[config.mk]
export PLATFORM = sky130hd
export DESIGN_NAME = gon_readout_scheduler
export DESIGN_NICKNAME = d
export VERILOG_FILES = /design/src/rtl/gon_readout_scheduler.sv
export SDC_FILE = /design/constraint.sdc
export NUM_CORES = 1
export LEC_CHECK = 0
export CAP_MARGIN = 40
export CORE_MARGIN = 2
export CORE_UTILIZATION = 35
export DETAILED_ROUTE_END_ITERATION = 8
export SYNTH_ARGS = -nofsm -noshare
export SYNTH_HDL_FRONTEND = slang
export SYNTH_SLANG_ARGS = --single-unit
[constraint.sdc]
create_clock -name link_clk -period 6.8 [get_ports link_clk]
set_clock_uncertainty 0.1 [all_clocks]
set_input_delay 1.02 -clock link_clk [delete_from_list [all_inputs] [get_ports link_clk]]
set_output_delay 1.02 -clock link_clk [all_outputs]
set_load 0.05 [all_outputs]
[src/rtl/gon_readout_scheduler.sv]
// Readout scheduler for the global-on-chip network: walks row/column/word counters
// for a configured PE array and issues one network transfer per ready cycle.
module gon_readout_scheduler #(
    parameter int unsigned ROW_TAG_WIDTH = 4,
    parameter int unsigned COL_TAG_WIDTH = 4,
    parameter int unsigned NUM_OF_ROWS   = 12,
    parameter int unsigned NUM_OF_COLS   = 14,
    parameter int unsigned CNT_WIDTH     = 16
) (
    input  logic                     link_clk,
    input  logic                     reset,
    input  logic                     start,
    input  logic [ROW_TAG_WIDTH-1:0] num_rows,
    input  logic [COL_TAG_WIDTH-1:0] num_cols,
    input  logic [CNT_WIDTH-1:0]     words_per_pe,
    input  logic                     gon_ready,
    input  logic                     sink_ready,
    output logic [ROW_TAG_WIDTH-1:0] row_tag,
    output logic [COL_TAG_WIDTH-1:0] col_tag,
    output logic                     enable_out,
    output logic                     busy,
    output logic                     done,
    output logic                     cfg_err,
    output logic [CNT_WIDTH-1:0]     xfer_count
);

    typedef enum logic [1:0] {StIdle, StIssue, StDone} state_e;

    state_e                   state_q, state_d;
    logic [ROW_TAG_WIDTH-1:0] row_q, row_d, rows_cfg_q, rows_cfg_d;
    logic [COL_TAG_WIDTH-1:0] col_q, col_d, cols_cfg_q, cols_cfg_d;
    logic [CNT_WIDTH-1:0]     word_q, word_d, wpp_q, wpp_d;
    logic [CNT_WIDTH-1:0]     xfer_q, xfer_d;
    logic                     cfg_err_q, cfg_err_d;

    logic cfg_valid;
    logic last_word, last_col, last_row;

    assign cfg_valid = (num_rows != '0) && (num_rows <= ROW_TAG_WIDTH'(NUM_OF_ROWS)) &&
                       (num_cols != '0) && (num_cols <= COL_TAG_WIDTH'(NUM_OF_COLS)) &&
                       (words_per_pe != '0);

    assign last_word = (word_q == wpp_q - CNT_WIDTH'(1));
    assign last_col  = (col_q == cols_cfg_q - COL_TAG_WIDTH'(1));
    assign last_row  = (row_q == rows_cfg_q - ROW_TAG_WIDTH'(1));

    always_comb begin
        state_d    = state_q;
        row_d      = row_q;
        col_d      = col_q;
        word_d     = word_q;
        xfer_d     = xfer_q;
        rows_cfg_d = rows_cfg_q;
        cols_cfg_d = cols_cfg_q;
        wpp_d      = wpp_q;
        cfg_err_d  = 1'b0;
        enable_out = 1'b0;
        busy       = 1'b0;
        done       = 1'b0;

        unique case (state_q)
            StIdle: begin
                if (start) begin
                    if (cfg_valid) begin
                        rows_cfg_d = num_rows;
                        cols_cfg_d = num_cols;
                        wpp_d      = words_per_pe;
                        row_d      = '0;
                        col_d      = '0;
                        word_d     = '0;
                        xfer_d     = '0;
                        state_d    = StIssue;
                    end else begin
                        cfg_err_d = 1'b1;
                    end
                end
            end
            StIssue: begin
                busy       = 1'b1;
                enable_out = gon_ready & sink_ready;
                if (enable_out) begin
                    xfer_d = xfer_q + CNT_WIDTH'(1);
                    if (!last_word) begin
                        word_d = word_q + CNT_WIDTH'(1);
                    end else if (last_col && last_row) begin
                        // Final word: tags stay on the last PE for observability.
                        word_d  = '0;
                        state_d = StDone;
                    end else if (last_col) begin
                        word_d = '0;
                        col_d  = '0;
                        row_d  = row_q + ROW_TAG_WIDTH'(1);
                    end else begin
                        word_d = '0;
                        col_d  = col_q + COL_TAG_WIDTH'(1);
                    end
                end
            end
            StDone: begin
                done    = 1'b1;
                state_d = StIdle;
            end
            default: state_d = StIdle;
        endcase
    end

    always_ff @(posedge link_clk) begin
        if (reset) begin
            state_q    <= StIdle;
            row_q      <= '0;
            col_q      <= '0;
            word_q     <= '0;
            xfer_q     <= '0;
            rows_cfg_q <= '0;
            cols_cfg_q <= '0;
            wpp_q      <= '0;
            cfg_err_q  <= 1'b0;
        end else begin
            state_q    <= state_d;
            row_q      <= row_d;
            col_q      <= col_d;
            word_q     <= word_d;
            xfer_q     <= xfer_d;
            rows_cfg_q <= rows_cfg_d;
            cols_cfg_q <= cols_cfg_d;
            wpp_q      <= wpp_d;
            cfg_err_q  <= cfg_err_d;
        end
    end

    assign row_tag    = row_q;
    assign col_tag    = col_q;
    assign xfer_count = xfer_q;
    assign cfg_err    = cfg_err_q;

endmodule

Word-level counts from Yosys, hierarchy flattened
Cells that the tools add are included.
{"block": "totals", "register_bits": 67, "in_bits": 29, "output_inout_bits": 28, "elab_cells": 78}
{"block": "op_classes", "add_sub_neg": 7, "n_lt_le_gt_ge": 2, "n_eq_ne": 12, "muxes": 29, "n_bitwise": 3, "n_reduce_logical": 16}
{"op": "$mux W16", "n": 5}
{"op": "$pmux W16 S2", "n": 2}
{"op": "$mux W4", "n": 10}
{"op": "$add A16 B1 Y16 const B", "n": 2}
{"op": "$eq A16 B16 Y1", "n": 1}
{"op": "$pmux W4 S2", "n": 2}
{"op": "$reduce_bool A16 Y1", "n": 1}
{"op": "$sub A16 B1 Y16 const B", "n": 1}
{"op": "$ne A2 B2 Y1 const B", "n": 7}
{"op": "$mux W2", "n": 5}
{"op": "$add A4 B1 Y4 const B", "n": 2}
{"op": "$eq A4 B4 Y1", "n": 2}
{"op": "$le A4 B4 Y1 const B", "n": 2}
{"op": "$reduce_bool A4 Y1", "n": 2}
{"op": "$sub A4 B1 Y4 const B", "n": 2}
{"op": "$reduce_and A7 Y1", "n": 1}
{"op": "$reduce_and A6 Y1", "n": 1}
{"op": "$logic_and A1 B1 Y1", "n": 5}
{"op": "$reduce_and A5 Y1", "n": 1}
{"op": "$mux W1", "n": 4}
{"op": "$pmux W2 S2", "n": 1}
{"op": "$reduce_and A4 Y1", "n": 1}
{"op": "$reduce_and A3 Y1", "n": 1}
{"op": "$reduce_or A3 Y1", "n": 1}
{"op": "other kinds (6)", "n": 7}

Depth between registers and ports, before layout
Gate-level depths: netlist of the first run.
{"block": "logic_depth", "ltp_word": 8, "mapped_depth": 11, "depth_no_buf": 9}

Worst setup path before layout of the first run
No wires, ideal clock.
{"block": "synth_path", "path_kind": "in2reg", "start": "input port words_per_pe[5]", "end": "register row_q[3] (netlist: row_tag[3])", "setup_ns": 0.070, "arrival_ns": 3.056, "required_ns": 6.630, "slack_ns": 3.574, "path_stages": 8, "n_path_buf": 1, "path_cell_list": "nor4_1 -> and4_1 -> or4_1 -> clkbuf_1 -> o21a_1 -> or4_1 -> or3_1 -> a21oi_1"}
{"block": "synth_via", "elab_chain_cells": 4}
{"item": "start, declared", "line": "15", "rtl": "input logic [CNT_WIDTH-1:0] words_per_pe,"}
{"item": "$reduce_bool A16 Y1", "line": "41", "rtl": "(words_per_pe != '0);"}
{"item": "$logic_and A1 B1 Y1", "line": "40", "rtl": "(num_cols != '0) && (num_cols <= COL_TAG_WIDTH'(NUM_OF_COLS)) &&"}
{"item": "$ne A2 B2 Y1 (no source line)"}
{"item": "$reduce_and A7 Y1 (no source line)"}
{"item": "end signal, assigned", "line": "120", "rtl": "row_q <= row_d;"}
{"item": "end, declared", "line": "30", "rtl": "logic [ROW_TAG_WIDTH-1:0] row_q, row_d, rows_cfg_q, rows_cfg_d;"}
No other way between the ends.
A chain may end at the register's enable or synchronous reset.

Final worst setup path of the first run
{"block": "layout_path", "start": "input port words_per_pe[6]", "end": "register word_q[7]"}
{"block": "layout_via", "elab_chain_cells": 4}
{"item": "$reduce_bool A16 Y1", "line": "41"}
{"item": "$logic_and A1 B1 Y1", "line": "40"}
{"item": "$ne A2 B2 Y1 (no source line)"}
{"item": "$reduce_and A4 Y1 (no source line)"}
{"item": "end signal, assigned", "line": "122", "rtl": "word_q <= word_d;"}
{"item": "end, declared", "line": "32", "rtl": "logic [CNT_WIDTH-1:0] word_q, word_d, wpp_q, wpp_d;"}
No other way between the ends.

==> impl_metrics.tcl, run 1 <==
set metrics [dict create \
    outcome "complete, no violations" \
    synth_nets 515 \
    tightest_slew_ns 0.8056 \
    grt.met1_usage 0.2310 \
    vias 3534 \
    first_global_vias 3160 \
    synth_cells 479 \
    critical_path.cell_chain "clkdlybuf4s50_1 > nor4_1 > and4_1 > or4_1 > buf_8 > nand2_1 > nand4_1 > xor2_1 > a211oi_1" \
    drv_cap 0 \
    r2r_end "row_tag[3]" \
    nFillCells 1098 \
    grt.met2_usage 0.2471 \
    layout-drive-gt1-share 0.06591 \
    row_count 38 \
    irDropWorstVdd_v 0.00008591 \
    critPathArrivalTime_ns 4.06 \
    post-route-drc-count 0 \
    crit_required_ns 6.97 \
    yosysWarnings 0 \
    cpPeakStageDelay_ns 0.78 \
    p_leak_nw 1.589 \
    post-dp-hpwl_um 6861 \
    cts_hold_buffers 0 \
    crit_type "input port to flop" \
    cts_sinks 67 \
    dieArea_sq_um 11880 \
    cts_buffer_depth 2 \
    antennaDiodeCount 0 \
    via_per_inst 5.267 \
    multiInputGateArea_sq_um 2331 \
    cts.htree.levels 3 \
    tns_ns 0 \
    fin_hold_ws_ns 0.3696 \
    io_buffer_count 56 \
    endpoint_kind "flop" \
    post-cts-setup-buffers 0 \
    synth_seq_area_share 0.3477 \
    synthSimpleGateAreaFrac 0.2910 \
    area_growth_syn_to_layout_pct 22.58 \
    grt_usage 0.1646 \
    setup_violations 0 \
    gp_congestion 0.8861 \
    ys_async_sr_fraction 0 \
    timing_hold_violations_final 0 \
    period_needed_ns 3.892 \
    wirelength_um 9354 \
    comb_power_share 0.183 \
    fin_nets 562 \
    seqPwrFrac 0.444 \
    synth_xor_area_frac 0.1366 \
    synth_edf_count 0 \
    synth_top_family_by_area "simple AND/OR/NAND/NOR gates" \
    die_w_um 109.0 \
    maxSlewHeadroom 0.4617 \
    clock-root-buffer "clkbuf_8" \
    overflow 0 \
    timing.final.crit_share 0.5723 \
    startpoint_type "input port" \
    seqCellArea_sq_um 1341 \
    ys_ff_latch 67 \
    p_per_area_nw_per_um2 199.2 \
    critPathSlowestCell "or4_1" \
    r2r_setup_slack_ns 3.29 \
    synthAdderAreaFrac 0.02271 \
    rr_worst_depth 9 \
    ios 57 \
    routedWlPerCell_um 13.94 \
    grt_antenna_before_repair 0 \
    hp-start "cols_cfg_q[3]" \
    grt_pass1_wl_um 15450 \
    insertion_delay_ns 0.36 \
    fp.coreArea_sq_um 10790 \
    clk_pin_slew_ns 0.08 \
    critPathMaxFanout 25 \
    initial_core_util 0.3574 \
    final_area_sq_um 4728 \
    cp_top_family "simple AND/OR/NAND/NOR gates" \
    synth_top_flop_cell "dfxtp_1" \
    max_freq_ghz 0.2569 \
    ctsResizeCount 0 \
    hold_end "cols_cfg_q[3]" \
    gr-usage-met3 0.02690 \
    worst-path-stages 9 \
    dieHeight_um 109.0 \
    finalMaxSlewViolations 0 \
    grt.busiest_layer "met2" \
    grt_max_degree 52 \
    hold_class "flop to flop" \
    first_pass_iters 4 \
    synth_compound_area_frac 0.1473 \
    drt.antenna.violating_nets 0 \
    r2r-start "wpp_q[0]" \
    synth_area_sq_um 3857 \
    synth_cell_types 54 \
    cp_num_buf_inv 2 \
    p_sw_w 0.0002874 \
    swShare 0.3051 \
    synth_mux_area_frac 0.005190 \
    initialDrtViolationCount 136 \
    dpl-instance-area_sq_um 4521 \
    p_int_w 0.0006544 \
    cts_buffers 9 \
    rsz0062_at_grt "no" \
    syn_avg_cell_area_sq_um 8.053 \
    holdPathStages 2 \
    cts_tree "done" \
    power_frac_clock 0.373 \
]
[area by class of cell]
type                            count  share of cell area
Sequential cell                    67              0.2837
Inverter                           20             0.01588
Multi-Input combinational cell    368              0.4930
Timing Repair Buffer               60              0.1265
Tap cell                          140             0.03705
Clock buffer                        9             0.02620
Clock inverter                      7             0.01773
[worst max-delay path by stage]
stage | slack (ns) | end | startpoint
floorplan | 3.57 | row_tag[3] | words_per_pe[5]
detailed placement | 2.48 | word_q[7] | words_per_pe[6]
global route | 2.69 | word_q[7] | words_per_pe[6]
finish | 2.91 | word_q[7] | words_per_pe[6]
CTS | 2.87 | word_q[7] | words_per_pe[6]
global placement | 2.22 | word_q[7] | words_per_pe[0]
[synthesized netlist by cell type (4+ instances only)]
cell | instances | area (sq um)
nand2_1 | 72 | 270.3
dfxtp_1 | 67 | 1341
a21oi_1 | 37 | 185.2
xnor2_1 | 36 | 315.3
nor2_1 | 33 | 123.9
inv_1 | 20 | 75.07
xor2_1 | 19 | 166.4
nor3_1 | 18 | 90.09
a211oi_1 | 16 | 120.1
clkbuf_1 | 16 | 60.06
nand3_1 | 16 | 80.08
nor4_1 | 13 | 81.33
o21ai_0 | 11 | 55.05
and3_1 | 9 | 56.30
nand4_1 | 8 | 50.05
ha_1 | 7 | 87.58
o211ai_1 | 7 | 52.55
or3_1 | 7 | 43.79
or4_1 | 6 | 45.04
and4_1 | 4 | 35.03
o2111ai_1 | 4 | 35.03
or2_2 | 4 | 25.02
[registers in the layout, summed over array words and instances, names as in the netlist]
signal / count
xfer_count: 16
state_q: 2
rows_cfg_q: 4
col_tag: 4
cfg_err: 1
cols_cfg_q: 4
row_tag: 4
wpp_q: 16
word_q: 16
[metal layers]
| layer | wire (um) | vias up |
|---|---|---|
| met3 | 403 | 14 |
| li1 | - | 1802 |
| met5 | 0 | - |
| met1 | 4565 | 1639 |
| met2 | 4203 | 79 |
| met4 | 181 | 0 |
[cells in the final DEF, fill, tap and decap left out, types with 3 or more instances in the layout]
| cell type | instances |
|---|---|
| nand2_1 | 72 |
| dfxtp_1 | 67 |
| clkdlybuf4s50_1 | 56 |
| a21oi_1 | 37 |
| xnor2_1 | 36 |
| nor2_1 | 33 |
| inv_1 | 20 |
| xor2_1 | 19 |
| nor3_1 | 18 |
| nand3_1 | 16 |
| a211oi_1 | 16 |
| nor4_1 | 12 |
| o21ai_0 | 11 |
| and3_1 | 9 |
| clkbuf_8 | 9 |
| nand4_1 | 8 |
| o211ai_1 | 7 |
| or3_1 | 7 |
| ha_1 | 7 |
| or4_1 | 6 |
| or2_2 | 4 |
| o2111ai_1 | 4 |
| and4_1 | 4 |
| nand2b_1 | 3 |
| a31oi_1 | 3 |
| buf_4 | 3 |
[logic make-up (layout without fill, tap and decap cells)]
family	Yosys count	in the layout
AO/OA/AOI/OAI	90	90
XOR/XNOR	57	57
adder cells (fa/ha/maj)	7	7
buffers and inverters	44	96
flip-flops	67	67
multiplexers	2	2
AND/OR/NAND/NOR	212	212
[metrics by stage]
stage / power (W) / utilization / std cells / setup slack, ns
after floorplan: 0.0005478 / - / 479 / 3.574
after global placement: 0.0005941 / 0.4175 / 654 / 2.220
after detailed placement: 0.0006001 / 0.4189 / 655 / 2.479
after CTS: 0.0009520 / 0.4381 / 671 / 2.874
after global routing: 0.0009870 / 0.4381 / 671 / 2.686
final: 0.0009418 / 0.4381 / 671 / 2.908
[tightest hold or removal path, stage by stage, from the launching register on]
cell     delay, ns
dfxtp_1       0.32
nand2_1       0.05
a21oi_1       0.05
[power by group through the flow]
| stage | Sequential, W | Combinational, W | Clock (W) |
|---|---|---|---|
| 2_1_floorplan | 0.000424 | 0.000124 | 0 |
| 3_3_place_gp | 0.000427 | 0.000167 | 0 |
| 3_5_place_dp | 0.000427 | 0.000173 | 0 |
| 4_1_cts | 0.000418 | 0.000174 | 0.000360 |
| 5_1_grt | 0.000420 | 0.000191 | 0.000376 |
| 6_report | 0.000418 | 0.000173 | 0.000351 |
No activity file was read; power rests on OpenSTA's default activity.
==> run 2: changes to the inputs <==
==> constraint.sdc (replaced) <==
create_clock -name link_clk -period 3.68 [get_ports link_clk]
set_clock_uncertainty 0.1 [all_clocks]
set_input_delay 0.552 -clock link_clk [delete_from_list [all_inputs] [get_ports link_clk]]
set_output_delay 0.552 -clock link_clk [all_outputs]
set_load 0.05 [all_outputs]
==> impl_metrics.tcl, run 2 (synthesized netlist as in run 1, its figures left out) <==
set metrics [dict create \
    timing.final.crit_share 0.9183 \
    layout_common_cells "nand2_1 (72), dfxtp_1 (67), clkdlybuf4s50_1 (56)" \
    finalMaxSlewViolations 0 \
    rsz0062_at_grt "no" \
    row_count 38 \
    post-dp-hpwl_um 7004 \
    power.total_w 0.001727 \
    tightest_slew_ns 0.6796 \
    area_growth_syn_to_layout_pct 22.93 \
    p_per_area_nw_per_um2 364.2 \
    io_buffer_count 56 \
    die_w_um 109.0 \
    grt_usage 0.1680 \
    endpoint_kind "flop" \
    outcome "complete, no violations" \
    grt_pass1_wl_um 15840 \
    maxSlewHeadroom 0.5452 \
    cts_hold_buffers 0 \
    hold_class "flop to flop" \
    cp_num_buf_inv 1 \
    overflow 0 \
    cts.htree.levels 3 \
    cts_buffer_depth 2 \
    critPathMaxFanout 11 \
    via_per_inst 5.280 \
    post-route-drc-count 0 \
    fin_nets 566 \
    cts_sinks 67 \
    ios 57 \
    crit_required_ns 3.86 \
    critPathSlowestCell "or4b_4" \
    cpPeakStageDelay_ns 0.55 \
    wirelength_um 9387 \
    cts_buffers 9 \
    setup_violations 0 \
    dieArea_sq_um 11880 \
    antennaDiodeCount 0 \
    irDropWorstVdd_v 0.0001771 \
    initialDrtViolationCount 253 \
    insertion_delay_ns 0.35 \
    cp_top_family "simple AND/OR/NAND/NOR gates" \
    p_leak_nw 1.607 \
    drt.antenna.violating_nets 0 \
    first_global_vias 3304 \
    gp_congestion 0.8639 \
    layout-drive-gt1-share 0.07290 \
    critical_path.cell_chain "inv_1 > ha_1 > or4b_4 > nor3_1 > xnor2_1 > or4b_4 > or4_1 > or3_1 > a21oi_1" \
    timing_hold_violations_final 0 \
    cts_tree "done" \
    r2r_setup_slack_ns 0.30 \
    grt_antenna_before_repair 0 \
    initial_core_util 0.3574 \
    grt_max_degree 33 \
    first_pass_iters 4 \
    tns_ns 0 \
    clk_pin_slew_ns 0.09 \
    post-cts-setup-buffers 0 \
    startpoint_type "flop" \
    critPathArrivalTime_ns 3.56 \
    drv_cap 0 \
    dieHeight_um 109.0 \
    max_freq_ghz 0.2959 \
    period_needed_ns 3.379 \
    fp.coreArea_sq_um 10790 \
    cpMostUsedCell "or4b_4" \
    routedWlPerCell_um 13.91 \
    clock-root-buffer "clkbuf_8" \
    vias 3564 \
    ctsResizeCount 0 \
    final_common_cell "nand2_1" \
    crit_type "flop to flop" \
]
[run 2: cell count changes in the layout (fill, tap and decap cells not counted)]
cell        delta
buf_4          +5
clkinv_2       +2
buf_8          -1
clkinvlp_4     -1
inv_8          -1
[run 2: layout make-up]
type,instances,area (sq um)
Clock buffer,9,123.9
Clock inverter,7,75.07
Fill cell,1074,6051
Inverter,20,75.07
Multi-Input combinational cell,368,2331
Sequential cell,67,1341
Tap cell,140,175.2
Timing Repair Buffer,64,620.6
[run 2: worst min-delay path: cells and delay by family, from the launching register on]
kind / cells / cell delay (ns)
simple gates: 1 / 0.06
compound gates: 1 / 0.05
flops: 1 / 0.33
[run 2: worst paths after layout]
check                                  end      start  depth (start not counted)
worst min-delay path             wpp_q[15]  wpp_q[15]                          2
worst max register to register  row_tag[3]   wpp_q[0]                          9
worst min register to register   wpp_q[15]  wpp_q[15]                          2
worst max-delay path            row_tag[3]   wpp_q[0]                          9
[run 2: per-layer routing]
layer | global-route usage | vias up | wire, um
li1 | - | 1803 | -
met1 | 0.2339 | 1674 | 4672
met2 | 0.2657 | 79 | 4219
met3 | 0.03168 | 8 | 413
met4 | 0.04487 | 0 | 82
met5 | 0 | - | 0
[run 2: power by group]
group,switching [W],total (W),internal (W)
sequential,0.0000284,0.000773,0.000744
clock,0.000313,0.000631,0.000318
combinational,0.000180,0.000324,0.000144
[run 2: stage by stage]
stage	utilization	setup slack (ns)	area (sq um)	hold slack, ns	cells
CTS	0.4394	0.2873	4742	0.3763	675
detailed placement	0.4209	0.2938	4543	0.3640	659
floorplan	-	0.7209	3857	0.3488	479
global placement	0.4209	0.3698	4543	0.3604	659
global route	0.4394	0.03273	4742	0.4137	675
finish	0.4394	0.3008	4742	0.3779	675
